**src/rtl/serial_adder_pkg.sv**
```systemverilog
// Shared types and constants for the bit-serial adder.
// Holds the FSM state enum and the default operand width.
package add_pkg;

    localparam int DEF_WIDTH = 8;

    typedef enum logic [1:0] {
        IDLE = 2'd0,
        BUSY = 2'd1,
        DONE = 2'd2
    } state_e;

endpackage

```
**src/rtl/serial_adder_fa.sv**
```systemverilog
// One-bit full adder used as the single arithmetic element of the serial adder.
// Ports: x, y, cin in; s (sum bit), cout (carry out) out.
module full_adder (
    input  logic x,
    input  logic y,
    input  logic cin,
    output logic s,
    output logic cout
);

    logic p;

    assign p    = x ^ y;
    assign s    = p ^ cin;
    assign cout = (x & y) | (cin & p);

endmodule

```
**src/rtl/serial_adder.sv**
```systemverilog
// Bit-serial add/subtract, one bit per cycle LSB first, valid/ready on both sides.
// Ports: clk, rst_n, in_valid/in_ready, a, b, sub, out_valid/out_ready, sum, carry, overflow.
module serial_adder
    import add_pkg::*;
#(
    parameter int WIDTH = DEF_WIDTH
) (
    input  logic             clk,
    input  logic             rst_n,
    input  logic             in_valid,
    output logic             in_ready,
    input  logic [WIDTH-1:0] a,
    input  logic [WIDTH-1:0] b,
    input  logic             sub,
    output logic             out_valid,
    input  logic             out_ready,
    output logic [WIDTH-1:0] sum,
    output logic             carry,
    output logic             overflow
);

    localparam int CW = $clog2(WIDTH + 1);
    localparam logic [CW-1:0] LAST = CW'(WIDTH - 1);

    state_e           state_q, state_d;
    logic [CW-1:0]    cnt_q, cnt_d;
    logic [WIDTH-1:0] a_q, a_d;
    logic [WIDTH-1:0] b_q, b_d;
    logic [WIDTH-1:0] acc_q, acc_d;
    logic             c_q, c_d;
    logic [WIDTH-1:0] sum_q, sum_d;
    logic             carry_q, carry_d;
    logic             ovf_q, ovf_d;

    logic fa_s;
    logic fa_c;

    full_adder u_fa (
        .x    (a_q[0]),
        .y    (b_q[0]),
        .cin  (c_q),
        .s    (fa_s),
        .cout (fa_c)
    );

    always_comb begin
        state_d = state_q;
        cnt_d   = cnt_q;
        a_d     = a_q;
        b_d     = b_q;
        acc_d   = acc_q;
        c_d     = c_q;
        sum_d   = sum_q;
        carry_d = carry_q;
        ovf_d   = ovf_q;
        unique case (state_q)
            IDLE: begin
                if (in_valid) begin
                    // Subtract as a + ~b + 1: invert b, seed carry with 1.
                    a_d     = a;
                    b_d     = b ^ {WIDTH{sub}};
                    c_d     = sub;
                    cnt_d   = '0;
                    state_d = BUSY;
                end
            end
            BUSY: begin
                a_d   = a_q >> 1;
                b_d   = b_q >> 1;
                // Result bits enter at the MSB and walk down to their place.
                acc_d = acc_q >> 1;
                acc_d[WIDTH-1] = fa_s;
                c_d   = fa_c;
                cnt_d = cnt_q + CW'(1);
                if (cnt_q == LAST) begin
                    state_d = DONE;
                    sum_d   = acc_d;
                    carry_d = fa_c;
                    // c_q is the carry into the MSB on this final step.
                    ovf_d   = c_q ^ fa_c;
                end
            end
            DONE: begin
                if (out_ready) begin
                    state_d = IDLE;
                end
            end
            default: begin
                state_d = IDLE;
            end
        endcase
    end

    always_ff @(posedge clk or negedge rst_n) begin
        if (!rst_n) begin
            state_q <= IDLE;
            cnt_q   <= '0;
            a_q     <= '0;
            b_q     <= '0;
            acc_q   <= '0;
            c_q     <= 1'b0;
            sum_q   <= '0;
            carry_q <= 1'b0;
            ovf_q   <= 1'b0;
        end else begin
            state_q <= state_d;
            cnt_q   <= cnt_d;
            a_q     <= a_d;
            b_q     <= b_d;
            acc_q   <= acc_d;
            c_q     <= c_d;
            sum_q   <= sum_d;
            carry_q <= carry_d;
            ovf_q   <= ovf_d;
        end
    end

    assign in_ready  = (state_q == IDLE);
    assign out_valid = (state_q == DONE);
    assign sum       = sum_q;
    assign carry     = carry_q;
    assign overflow  = ovf_q;

endmodule

```
**config.mk**
```make
export PLATFORM = sky130hd
export DESIGN_NAME = serial_adder
export DESIGN_NICKNAME = d
export VERILOG_FILES = /design/src/rtl/serial_adder_pkg.sv /design/src/rtl/serial_adder_fa.sv /design/src/rtl/serial_adder.sv
export SDC_FILE = /design/constraint.sdc
export NUM_CORES = 1
export LEC_CHECK = 0
export BUFFER_PORTS_ARGS = -buffer_cell sky130_fd_sc_hd__buf_2
export CORE_MARGIN = 2
export CORE_UTILIZATION = 54
export CTS_CLUSTER_SIZE = 24
export DETAILED_ROUTE_END_ITERATION = 8
export GPL_TIMING_DRIVEN = 0
export PLACE_DENSITY = 0.76
export SLEW_MARGIN = 20
export SYNTH_ARGS = -nofsm -noshare
export SYNTH_HDL_FRONTEND = slang
export SYNTH_HIERARCHICAL = 1
export SYNTH_SLANG_ARGS = --single-unit
```
**constraint.sdc**
```tcl
create_clock -name clk -period 1.9 [get_ports clk]
set_clock_uncertainty 0.2 [all_clocks]
set_input_delay 0.095 -clock clk [delete_from_list [all_inputs] [get_ports clk]]
set_output_delay 0.095 -clock clk [all_outputs]
set_load 0.05 [all_outputs]
```
==> results list, run 1 <==
* Result of the run: finished clean
- Max-cap violations: 0
- The number of antenna diodes in the final layout is 0.
- From synthesis to final layout, the design area changed by 28.5%.
- dfrtp_1 takes more of the synthesized area than any other cell.
- Core region area: 3280 sq um
- Library cell used as clock root buffer: clkbuf_4
- The congestion estimate from routability-driven global placement came to roughly 0.77.
- Net switching is a little under 40% of the power.
- Actual slew at the worst max-slew pin: 0.871 ns
- Relative contribution of the clock network to total power: roughly a fifth
* Post-route worst setup slack: 0.0814 ns
* Global routing usage summed across all routing layers: about a fifth
* Reg2Reg Depth: 5
* Longest Clk Path Bufs: 2
* Type of destination of the critical path: primary output
- Yosys top cell area share: 55.1%
- After synthesis the cells add up to approximately 1800 sq um.
- After clock tree synthesis, the clock-pin slew on the worst setup and hold paths is about 0.12 ns.
* Number of vias per cell after detailed routing: approximately 5.4
- Post-Synthesis Mean Instance Area: 11.2 sq um
- The worst hold path terminates at a_q[6].
- Sum of negative setup slack: 0 ns
* Setup Slack @ Placement: around 0.13 ns
* Relative contribution of sequential cells to total power: between 40% and 50%
- Initial Util: a little under three fifths
* Required time of the critical path: between 1.5 and 2 ns
* Post-synth cell types: 29
- Entering global routing, the biggest net connects 41 pins.
- 33 I/O pins were placed.
- Final std cell area, no fill: ~2300 sq um
* Sequential-to-total area share from yosys stat: between 50 and 60%
- Cell internal power was estimated by the tool at approximately 2.2 mW.
* R2r endpoint: carry
* Clock period minus final worst setup slack: 1.82 ns
* Worst hold slack across all endpoints: 0.00987 ns
* Chip width: slightly above 60 um
- Vias: 1418
- Across all register-to-register paths, the minimum setup slack is approximately 0.11 ns.
* Cell area after placement: a little over 2000 sq um
* Number of buffers inserted during clock tree synthesis: 5
* GR Overflow Total: 0
- At the end of the flow, the number of nets in the layout was between 200 and 250.
- Type of the worst setup path: register to primary output
- Count of antenna-violating nets left after detailed routing: 0
- Sw Pwr: 1.38 mW
- The first global-routing pass estimated between 5000 and 6000 um of wire.
- Warnings from Yosys: 6
- Cells with a size suffix above 1 make up around 28% of the layout.
- The number of slew-limit violations in the final report was 0.
* Half-perimeter wire length after placement: about 2500 um
- Final clock period utilization by the worst path: 95.7%
- Hold Crit Start: a[6]
* First-pass iteration count of the detailed router: 5
- Clock insertion delay at the later pin of the skew report: about 0.35 ns
* Worst-case vdd ir drop: around 0.65 mV
* Number of instances on the worst hold path: 4
- Routed Wire Length: 3750 um
* Power per standard cell area: around 1500 nW/um^2
- Maximum level of the CTS H-tree: 2
- Setup violations remaining at the end of the flow were counted as 0.
* Die Footprint: about 3800 sq um
- For this block, the initial DRC count from the detailed router was between 80 and 90.
* Worst setup SP type: register
- The worst register-to-register path begins at state_q[1].
- After synthesis, the cell types taking the most area are dfrtp_1 (55%), nand2_1 (6.8%), mux2_2 (6.8%).
- Synthesis produced a netlist with a net count of 185.
- Wire length per cell: between 10 and 15 um
- Static timing analysis puts the maximum clock frequency at 0.550 GHz.
- TritonCTS built the clock tree.
- Number of instances in the synthesized netlist: 162
- Tightest Hold Check Type: input pin to register
- Antenna violations before repair: 0
- The via count of the first global-routing pass is around 1400.
* Crit path arrival time: between 1.5 and 2 ns
- In this run the tightest slew margin relative to its limit is a little over two fifths.
- The count of buffers added on input and output ports is 31.
- The die is 62.0 um tall.
- Leakage power: 1.16 nW
* Sink Count: 40
- FP Rows: 21
- After detailed routing, the number of remaining DRC violations is 0.
- Final Hold Violating Endpoints: 0
- Combinational logic is responsible for 40.7% of the overall power.
- Worst-path fanout max: 10
- Post-synthesis sequential element count: 40
==> layout by cell type, fill, tap and decap left out, drive strengths merged <==
master	count
nor3	3
mux2	11
and3b	6
xor2	7
a21oi	2
ha	1
nand3	1
o31ai	1
a21o	1
bufinv	2
nor2b	1
nand2	33
and2b	2
xnor2	2
dlygate4sd3	18
buf	36
o21ai	10
fa	1
clkbuf	12
o21bai	1
a221o	7
inv	2
dfrtp	40
nand2b	2
a2bb2oi	1
and2	1
nor2	4
a22oi	8
a22o	3
==> how the worst max path moves through the flow <==
stage / slack, ns / startpoint / cells after the start / endpoint
detailed placement: 0.13 / state_q[1] / 5 / carry
global placement: 0.15 / state_q[1] / 5 / sum[7]
floorplan: 0.12 / state_q[1] / 3 / state_q[1]
global route: -0.02 / state_q[1] / 4 / in_ready
CTS: 0.009 / state_q[1] / 3 / out_valid
finish: 0.08 / state_q[1] / 4 / in_ready
==> state kept, by name, indices dropped and copies added, names as in the netlist <==
signal,cells
a_q,8
b_q,8
sum,8
acc_q,7
cnt_q,4
state_q,2
c_q,1
carry,1
overflow,1
==> metal layers <==
metal	vias to the layer above	part of all wire [%]	global-route usage (%)
li1	674	-	-
met1	698	42	25.7
met2	39	52	36.0
met3	7	3.7	5.80
met4	0	2.1	8.21
met5	-	0	0
==> cell families (layout without fill, tap and decap cells) <==
family | Yosys count | count (layout) | synth area share, %
AOI/OAI and AO/OA | 34 | 34 | 13.6
xor gates and xnor gates | 9 | 9 | 4.34
adders and majority gates | 2 | 2 | 1.79
buffers and inverters | 13 | 70 | 3.79
DFF | 40 | 40 | 55.1
muxes | 11 | 11 | 6.82
and+or+nand+nor | 53 | 53 | 14.5
==> what timing repair did <==
item	CTS	global route
hold endpoints to repair	56	0
setup buffers	0	1
endpoints found under the setup margin	1	2
cloned	0	0
hold buffers	18	0
resized for setup	1	9
==> synth_stat cells <==
cell type,n
dfrtp_1,40
a22o_1,3
fa_1,1
a22oi_1,8
o21ai_0,10
and2b_1,2
o31ai_1,1
ha_1,1
a221o_1,7
a21o_1,1
xor2_1,7
buf_2,4
nor2_1,4
a2bb2oi_1,1
nor3_4,1
nor3_1,2
nand2b_1,2
a21oi_1,2
mux2_2,11
buf_6,2
nand3_1,1
o21bai_1,1
inv_1,2
clkbuf_1,5
nor2b_1,1
and3b_1,6
and2_1,1
nand2_1,33
xnor2_1,2
==> power groups by stage <==
stage                     clock network (mW)  registers, mW  logic [mW]
final                                  0.676           1.44        1.45
after global routing                   0.745           1.48        1.60
after CTS                              0.689           1.44        1.42
after detailed placement                   0           1.45        1.39
after global placement                     0           1.43        1.35
after floorplan                            0           1.70       0.790
==> worst max-delay path, cell delays in order, from the launching register on <==
cell and delay [ns]:
dfrtp_2 0.46, buf_2 0.19, clkbuf_2 0.19, nor2_2 0.15, buf_6 0.17
==> through the flow <==
| stage | total power, mW | utilization, % | cells |
|---|---|---|---|
| floorplan | 2.49 | - | 162 |
| global placement | 2.78 | 61.8 | 239 |
| detailed placement | 2.84 | 61.8 | 239 |
| CTS | 3.55 | 70.2 | 264 |
| global route | 3.83 | 71.0 | 265 |
| finish | 3.57 | 71.0 | 265 |
==> layout make-up <==
cell class,count,area [sq um]
Multi-Input combinational cell,109,751
Sequential cell,40,1000
Clock buffer,5,37.5
Clock inverter,2,60.1
Inverter,2,7.51
Timing Repair Buffer,50,352
Fill cell,229,951
Buffer,11,65.1
Tap cell,46,57.6
No activity file was read; power rests on OpenSTA's default activity.
==> run 2, diff against run 1 <==
--- a/config.mk
+++ b/config.mk
@@ -11,7 +11,8 @@
 export CTS_CLUSTER_SIZE = 24
 export DETAILED_ROUTE_END_ITERATION = 8
 export GPL_TIMING_DRIVEN = 0
-export PLACE_DENSITY = 0.76
+export PLACE_DENSITY = 0.78
+export REMOVE_ABC_BUFFERS = 1
 export SLEW_MARGIN = 20
 export SYNTH_ARGS = -nofsm -noshare
 export SYNTH_HDL_FRONTEND = slang
==> run 2 against run 1 <==
Worst hold slack better by 0.0082 ns. Largest power group is now sequential cells. Combinational power down 8%. Largest cell class unchanged. Worst setup slack better by 0.027 ns. Critical path type is now register to register. Count of clock-buffer cells in the layout up 1. Utilization down 1.7 points. Sequential share of layout area up 1.2 points.
==> results list, run 2 (synthesized netlist as in run 1, its figures left out) <==
- First-pass iteration count of the detailed router: 4
* Starting DRC count in detailed routing: 56
* Library cell used as clock root buffer: clkbuf_4
- Post-route worst setup slack: roughly 0.11 ns
- In the final design database the tool counted about 230 nets.
* Type of destination of the critical path: register
- Wire length per cell: around 13 um
- Number of buffers inserted during clock tree synthesis: 5
* N_diodes: 0
- Sink Count: 40
- In this run, placement finished with an instance count of 229.
- Number of instances on the worst hold path: 3
- Leaving out filler cells and counting taps, the final layout contains approximately 260.
- The first global-routing pass estimated approximately 5500 um of wire.
- Clock-pin slew was measured on the worst setup and hold paths at ~0.11 ns.
* GR Overflow Total: 0
- # DRC: 0
- Entering global routing, the biggest net connects 41 pins.
* Crit path arrival time: between 1.5 and 2 ns
- From bottom edge to top edge, the die measures 62.0 um.
- Synth-to-Final Area Change: 25.4%
- Commonest non-fill, non-tap cell in the layout: dfrtp_1
- The routed layout has around 1400 vias.
- Layout cell share with drive strength beyond 1: 26.9%
* Actual slew at the worst max-slew pin: around 0.84 ns
- For the worst flop-to-flop path, the logic depth is 4.
* Clock insertion delay at the later pin of the skew report: 0.34 ns
* Result of the run: finished clean
- Pins Over Slew Limit: 0
* Number of vias per cell after detailed routing: between 5 and 6
* TritonCTS clock tree: yes
- The initial antenna violation count is 0.
* Via count of the first global-routing pass: 1291
- R2r endpoint: sum[3]
- Subtracting the final worst setup slack from the clock period gives roughly 1.8 ns.
- Data on the critical path is required at its endpoint by about 1.9 ns.
- Final core occ: between 60% and 70%
- Reg2reg setup slack: approximately 0.11 ns
* Global routing usage summed across all routing layers: roughly a fifth
- The count of buffers added on input and output ports is 32.
* Worst-case headroom to the max-slew limit: 44.2%
- Half-perimeter wire length after placement: 2170 um
- Worst setup SP type: register
* Routed Wire Length: ~3500 um
* Type of the worst setup path: register to register
- Across the run, the number of max-cap violations was 0.
- The floorplan has 21 rows.
- Static timing analysis puts the maximum clock frequency at between 0.5 and 0.6 GHz.
* Io pins: 33
- The clock passes through at most 2 buffers.
- Power consumption: roughly 3.3 mW
- Reg2reg start: state_q[1]
- The tightest min-delay check is of the input pin to register type.
* Leakage power: ~1.1 nW
- Worst-path fanout max: 24
- Core region area: about 3300 sq um
* Final clock period utilization by the worst path: around 94%
- Chip width: 62.0 um
- Commonest cells after routing, fill and taps aside: dfrtp_1 (38), nand2_1 (33), buf_2 (32), dlygate4sd3_1 (20), mux2_2 (11)
- Maximum level of the CTS H-tree: 2
- Before CTS, the worst setup slack after placement is -0.686 ns.
* Initial Util: a little under three fifths
* Hold Crit Start: sub
- For hold timing, the worst endpoint is c_q.
* Worst hold slack across all endpoints: ~0.018 ns
- The die covers between 3000 and 4000 sq um.
* Setup repair after global routing missed its margin: no
- In this run the power density over the cells is roughly 1400 nW/um^2.
* Placer Congestion: ~0.75
- Worst-case vdd ir drop: between 0.6 and 0.7 mV
- Once detail routing completed, the nets flagged for antenna violations numbered 0.
- Final Hold Violating Endpoints: 0
* Endpoints failing setup: 0
## run 2: cell types whose count changed in the layout (fill, tap and decap cells not counted), sizes merged
cell,change
clkbuf,-6
buf,-3
bufinv,-2
clkinv,+2
dlygate4sd3,+2
## run 2: area by class of cell
cell class,count,area (sq um)
sequential,40,1010
clock inverter,2,10.0
timing repair buffer,53,380
tap,46,57.6
fill,261,1010
inverter,2,7.51
clock buffer,6,51.3
multi-input combinational,109,764
## run 2: critical path: stages, from the launching register on
cell      delay [ns]
dfrtp_2         0.57
nand2b_4        0.26
nor3_4          0.17
buf_12          0.16
mux2_2          0.33
## run 2: per-layer routing
layer | vias to the layer above | GRT usage, % | share of wire (%) | wire length, um
met3 | 5 | 7.04 | 4.4 | 154
met1 | 660 | 22.7 | 44 | 1510
met4 | 0 | 6.38 | 1.1 | 37
li1 | 661 | - | - | -
met5 | - | 0 | 0 | 0
met2 | 31 | 35.0 | 51 | 1770
## run 2: timing repair
item | 4_1_cts | 5_1_grt
endpoints found under the setup margin | 33 | 30
endpoints found under the hold margin | 57 | 0
pin swaps | 1 | 0
cloned | 0 | 0
hold buffers | 20 | 0
setup buffers | 1 | 0
gates resized for setup | 3 | 3
## run 2: worst max-delay path by stage
stage / from / to / cells past startpoint
after floorplan: state_q[0] / carry / 3
after CTS: state_q[0] / cnt_q[3] / 3
after global placement: state_q[0] / cnt_q[3] / 3
final: state_q[1] / sum[3] / 4
after detailed placement: state_q[0] / sum[0] / 3
after global routing: state_q[1] / sum[3] / 4
## run 2: power by group
part	switching, mW	total, mW	internal [mW]	leakage (nW)
sequential	0.291	1.49	1.20	0.517
combinational	0.788	1.34	0.549	0.576
clock	0.262	0.438	0.176	0.0380
## run 2: stage by stage
stage	instance area, sq um	setup TNS [ns]
6_report	2280	0
5_1_grt	2280	0
4_1_cts	2260	-0.178
3_5_place_dp	1980	-8.67
3_3_place_gp	1970	-16.40
2_1_floorplan	1750	-1.48
==> run 3, diff against run 2 <==
--- a/config.mk
+++ b/config.mk
@@ -7,11 +7,11 @@
 export LEC_CHECK = 0
 export BUFFER_PORTS_ARGS = -buffer_cell sky130_fd_sc_hd__buf_2
 export CORE_MARGIN = 2
-export CORE_UTILIZATION = 54
+export CORE_UTILIZATION = 40
+export CTS_CLUSTER_DIAMETER = 200
 export CTS_CLUSTER_SIZE = 24
 export DETAILED_ROUTE_END_ITERATION = 8
 export GPL_TIMING_DRIVEN = 0
-export PLACE_DENSITY = 0.78
 export REMOVE_ABC_BUFFERS = 1
 export SLEW_MARGIN = 20
 export SYNTH_ARGS = -nofsm -noshare
==> run 3 against run 2 <==
Non-clock buffer count decreased by 7. Largest cell class unchanged. Worst hold slack got worse by 0.0065 ns. Highest routed layer unchanged. Register-to-register slack improved by 0.02 ns. Power increased by 7.0%.
==> results list, run 3 (synthesized netlist as in run 1, its figures left out) <==
- At the worst endpoint, the arrival time is ~1.8 ns.
* CP peak stage delay: approximately 0.55 ns
- Setup violations remaining at the end of the flow were counted as 0.
- Worst hold slack across all endpoints: 0.0116 ns
- The die is 71.4 um wide.
* Clock period minus final worst setup slack: between 1.5 and 2 ns
- For this run, the top clock speed supported by timing is roughly 0.56 GHz.
* Clock insertion delay at the later pin of the skew report: 0.29 ns
* Maximum level of the CTS H-tree: 2
* Sw Pwr: between 1 and 1.5 mW
- After the flow finishes, the layout carries non-filler instances totaling between 200 and 300.
* Placer Congestion: roughly 0.70
- The worst path uses 93.3% of the clock period.
- Io pins: 33
- Starting DRC count in detailed routing: 50
- Power consumption: around 3.5 mW
- The critical path is of the register to register type.
- Pins Over Slew Limit: 0
- The initial antenna violation count came to 0.
- Clock input transition at the sequential cells of the worst setup and hold paths: about 0.080 ns
* Layout cell share with drive strength beyond 1: roughly 29%
- Relative contribution of the clock network to total power: 19.2%
- In this run the core area contains 24 standard-cell rows.
- The via count of the first global-routing pass is approximately 1400.
- Relative contribution of sequential cells to total power: roughly 42%
* Worst setup path startpoint: state_q[1]
- The initial utilization of the core area, before any placement, comes to 41.7%.
- Sink Count: 40
- Vias: roughly 1300
- The finished cells cover between 2000 and 2500 sq um.
- After detailed routing, the number of remaining DRC violations is 0.
- Worst-case vdd ir drop: 0.477 mV
- Leaving out fill and tap cells, the most frequent cells in the layout are dfrtp_1 (38), nand2_1 (33), buf_2 (32), mux2_2 (11), o21ai_0 (10).
* Type of destination of the critical path: register
- Placed cell count: 236
* Setup repair after global routing missed its margin: no
* Global routing usage summed across all routing layers: 15.0%
* Worst-path fanout max: 13
- The first global-routing pass estimated between 5000 and 6000 um of wire.
* Hold Crit Start: a[7]
- Wire length per cell: roughly 14 um
- GR Overflow Total: 0
- Critical-path top delay cell: dfrtp_4
- The tightest min-delay check is of the input pin to register type.
- Internal power contribution: around 2.1 mW
* NumNets Final: 227
* Cells along the critical path: nand2b_4, nor3_4, buf_4, mux2_2
- The count of buffers added on input and output ports is 32.
- The count of nets left with antenna violations once routing finished came out at 0.
- TritonCTS built the clock tree.
- For this design the static power due to leakage is 1.12 nW.
- Worst setup SP type: register
- In this run the power density over the cells is 1560 nW/um^2.
- Core region area: between 4000 and 5000 sq um
- Largest net degree at the start of global routing: 41
- Reg2reg start: state_q[1]
- After detailed routing, the number of vias per cell comes to 5.23.
- Commonest non-fill, non-tap cell in the layout: dfrtp_1
- Library cell used as clock root buffer: clkbuf_8
* Longest Clk Path Bufs: 2
- First-pass iteration count of the detailed router: 4
- Number of buffers inserted during clock tree synthesis: 5
- Worst-case headroom to the max-slew limit: roughly two fifths
- Routed Wire Length: between 3000 and 4000 um
* Die Footprint: roughly 5100 sq um
- Required time of the critical path: approximately 1.9 ns
- After legalization and detailed placement, the total HPWL measured between 2000 and 2500 um.
- The total count of hold-check failures in the final report came to 0.
- Max-cap violations: 0
- After detailed placement, the total cell area comes to around 2000 sq um.
- The repair_antennas step left the layout with diodes totalling 0.
- The run finished with clean final reports.
- Die boundary height: 71.4 um
* Synth-to-Final Area Change: 23.2%
* Relative contribution of combinational cells to total power: 38.4%
- Switch share: between 30 and 40%
- Actual slew at the worst max-slew pin: roughly 0.87 ns
-- run 3: cell count changes in the layout (fill, tap and decap cells not counted), moves of 4 or more --
cell	change
clkbuf_4	-5
dlygate4sd3_1	-11
clkbuf_8	+4
buf_4	+4
-- run 3: power by group through the flow --
stage | sequential [mW] | clock (mW) | combinational, mW
final | 1.48 | 0.671 | 1.34
after global placement | 1.48 | 0 | 1.24
after detailed placement | 1.50 | 0 | 1.29
after CTS | 1.49 | 0.692 | 1.33
after global routing | 1.53 | 0.733 | 1.47
after floorplan | 1.73 | 0 | 0.691
-- run 3: stage by stage --
stage / setup WS (ns) / util, % / setup TNS (ns)
floorplan: -0.128 / - / -1.48
global placement: -0.694 / 45.5 / -19.02
detailed placement: -0.657 / 45.8 / -6.82
CTS: 0.0810 / 51.1 / 0
global route: 0.0517 / 51.4 / 0
finish: 0.127 / 51.4 / 0
-- run 3: area by class of cell --
class | instances | area (sq um)
fill | 405 | 2120
sequential | 40 | 1010
multi-input combinational | 109 | 757
timing repair buffer | 46 | 292
clock buffer | 6 | 72.6
tap | 52 | 65.1
clock inverter | 2 | 35.0
inverter | 2 | 7.51
-- run 3: critical path: cells and delay by family (launching register included) --
kind | cells | cell delay, ns
simple gates | 2 | 0.38
mux | 1 | 0.34
buf+inv | 1 | 0.18
flops | 1 | 0.55
-- run 3: per-layer routing --
| layer | part of all wire, % | GRT usage [%] | vias up |
|---|---|---|---|
| met5 | 0 | 0 | - |
| met4 | 1.6 | 6.29 | 0 |
| met3 | 4.7 | 3.52 | 8 |
| met2 | 47 | 24.1 | 32 |
| met1 | 47 | 19.4 | 662 |
| li1 | - | - | 643 |
-- run 3: what timing repair did --
item | in CTS | in global routing
gates resized for setup | 4 | 2
setup buffers | 3 | 1
setup endpoints to repair | 13 | 4
endpoints found under the hold margin | 48 | 0
hold buffers | 9 | 0
pin swaps | 1 | 0
-- run 3: worst paths after layout --
path | endpoint | slack, ns | depth (start not counted)
max | sum[3] | 0.13 | 4
min | a_q[7] | 0.01 | 4
max reg2reg | sum[3] | 0.13 | 4
min reg2reg | acc_q[1] | 0.28 | 2
max in group asynchronous | state_q[0] | 0.60 | 2
min in group asynchronous | sum[0] | 0.25 | 2
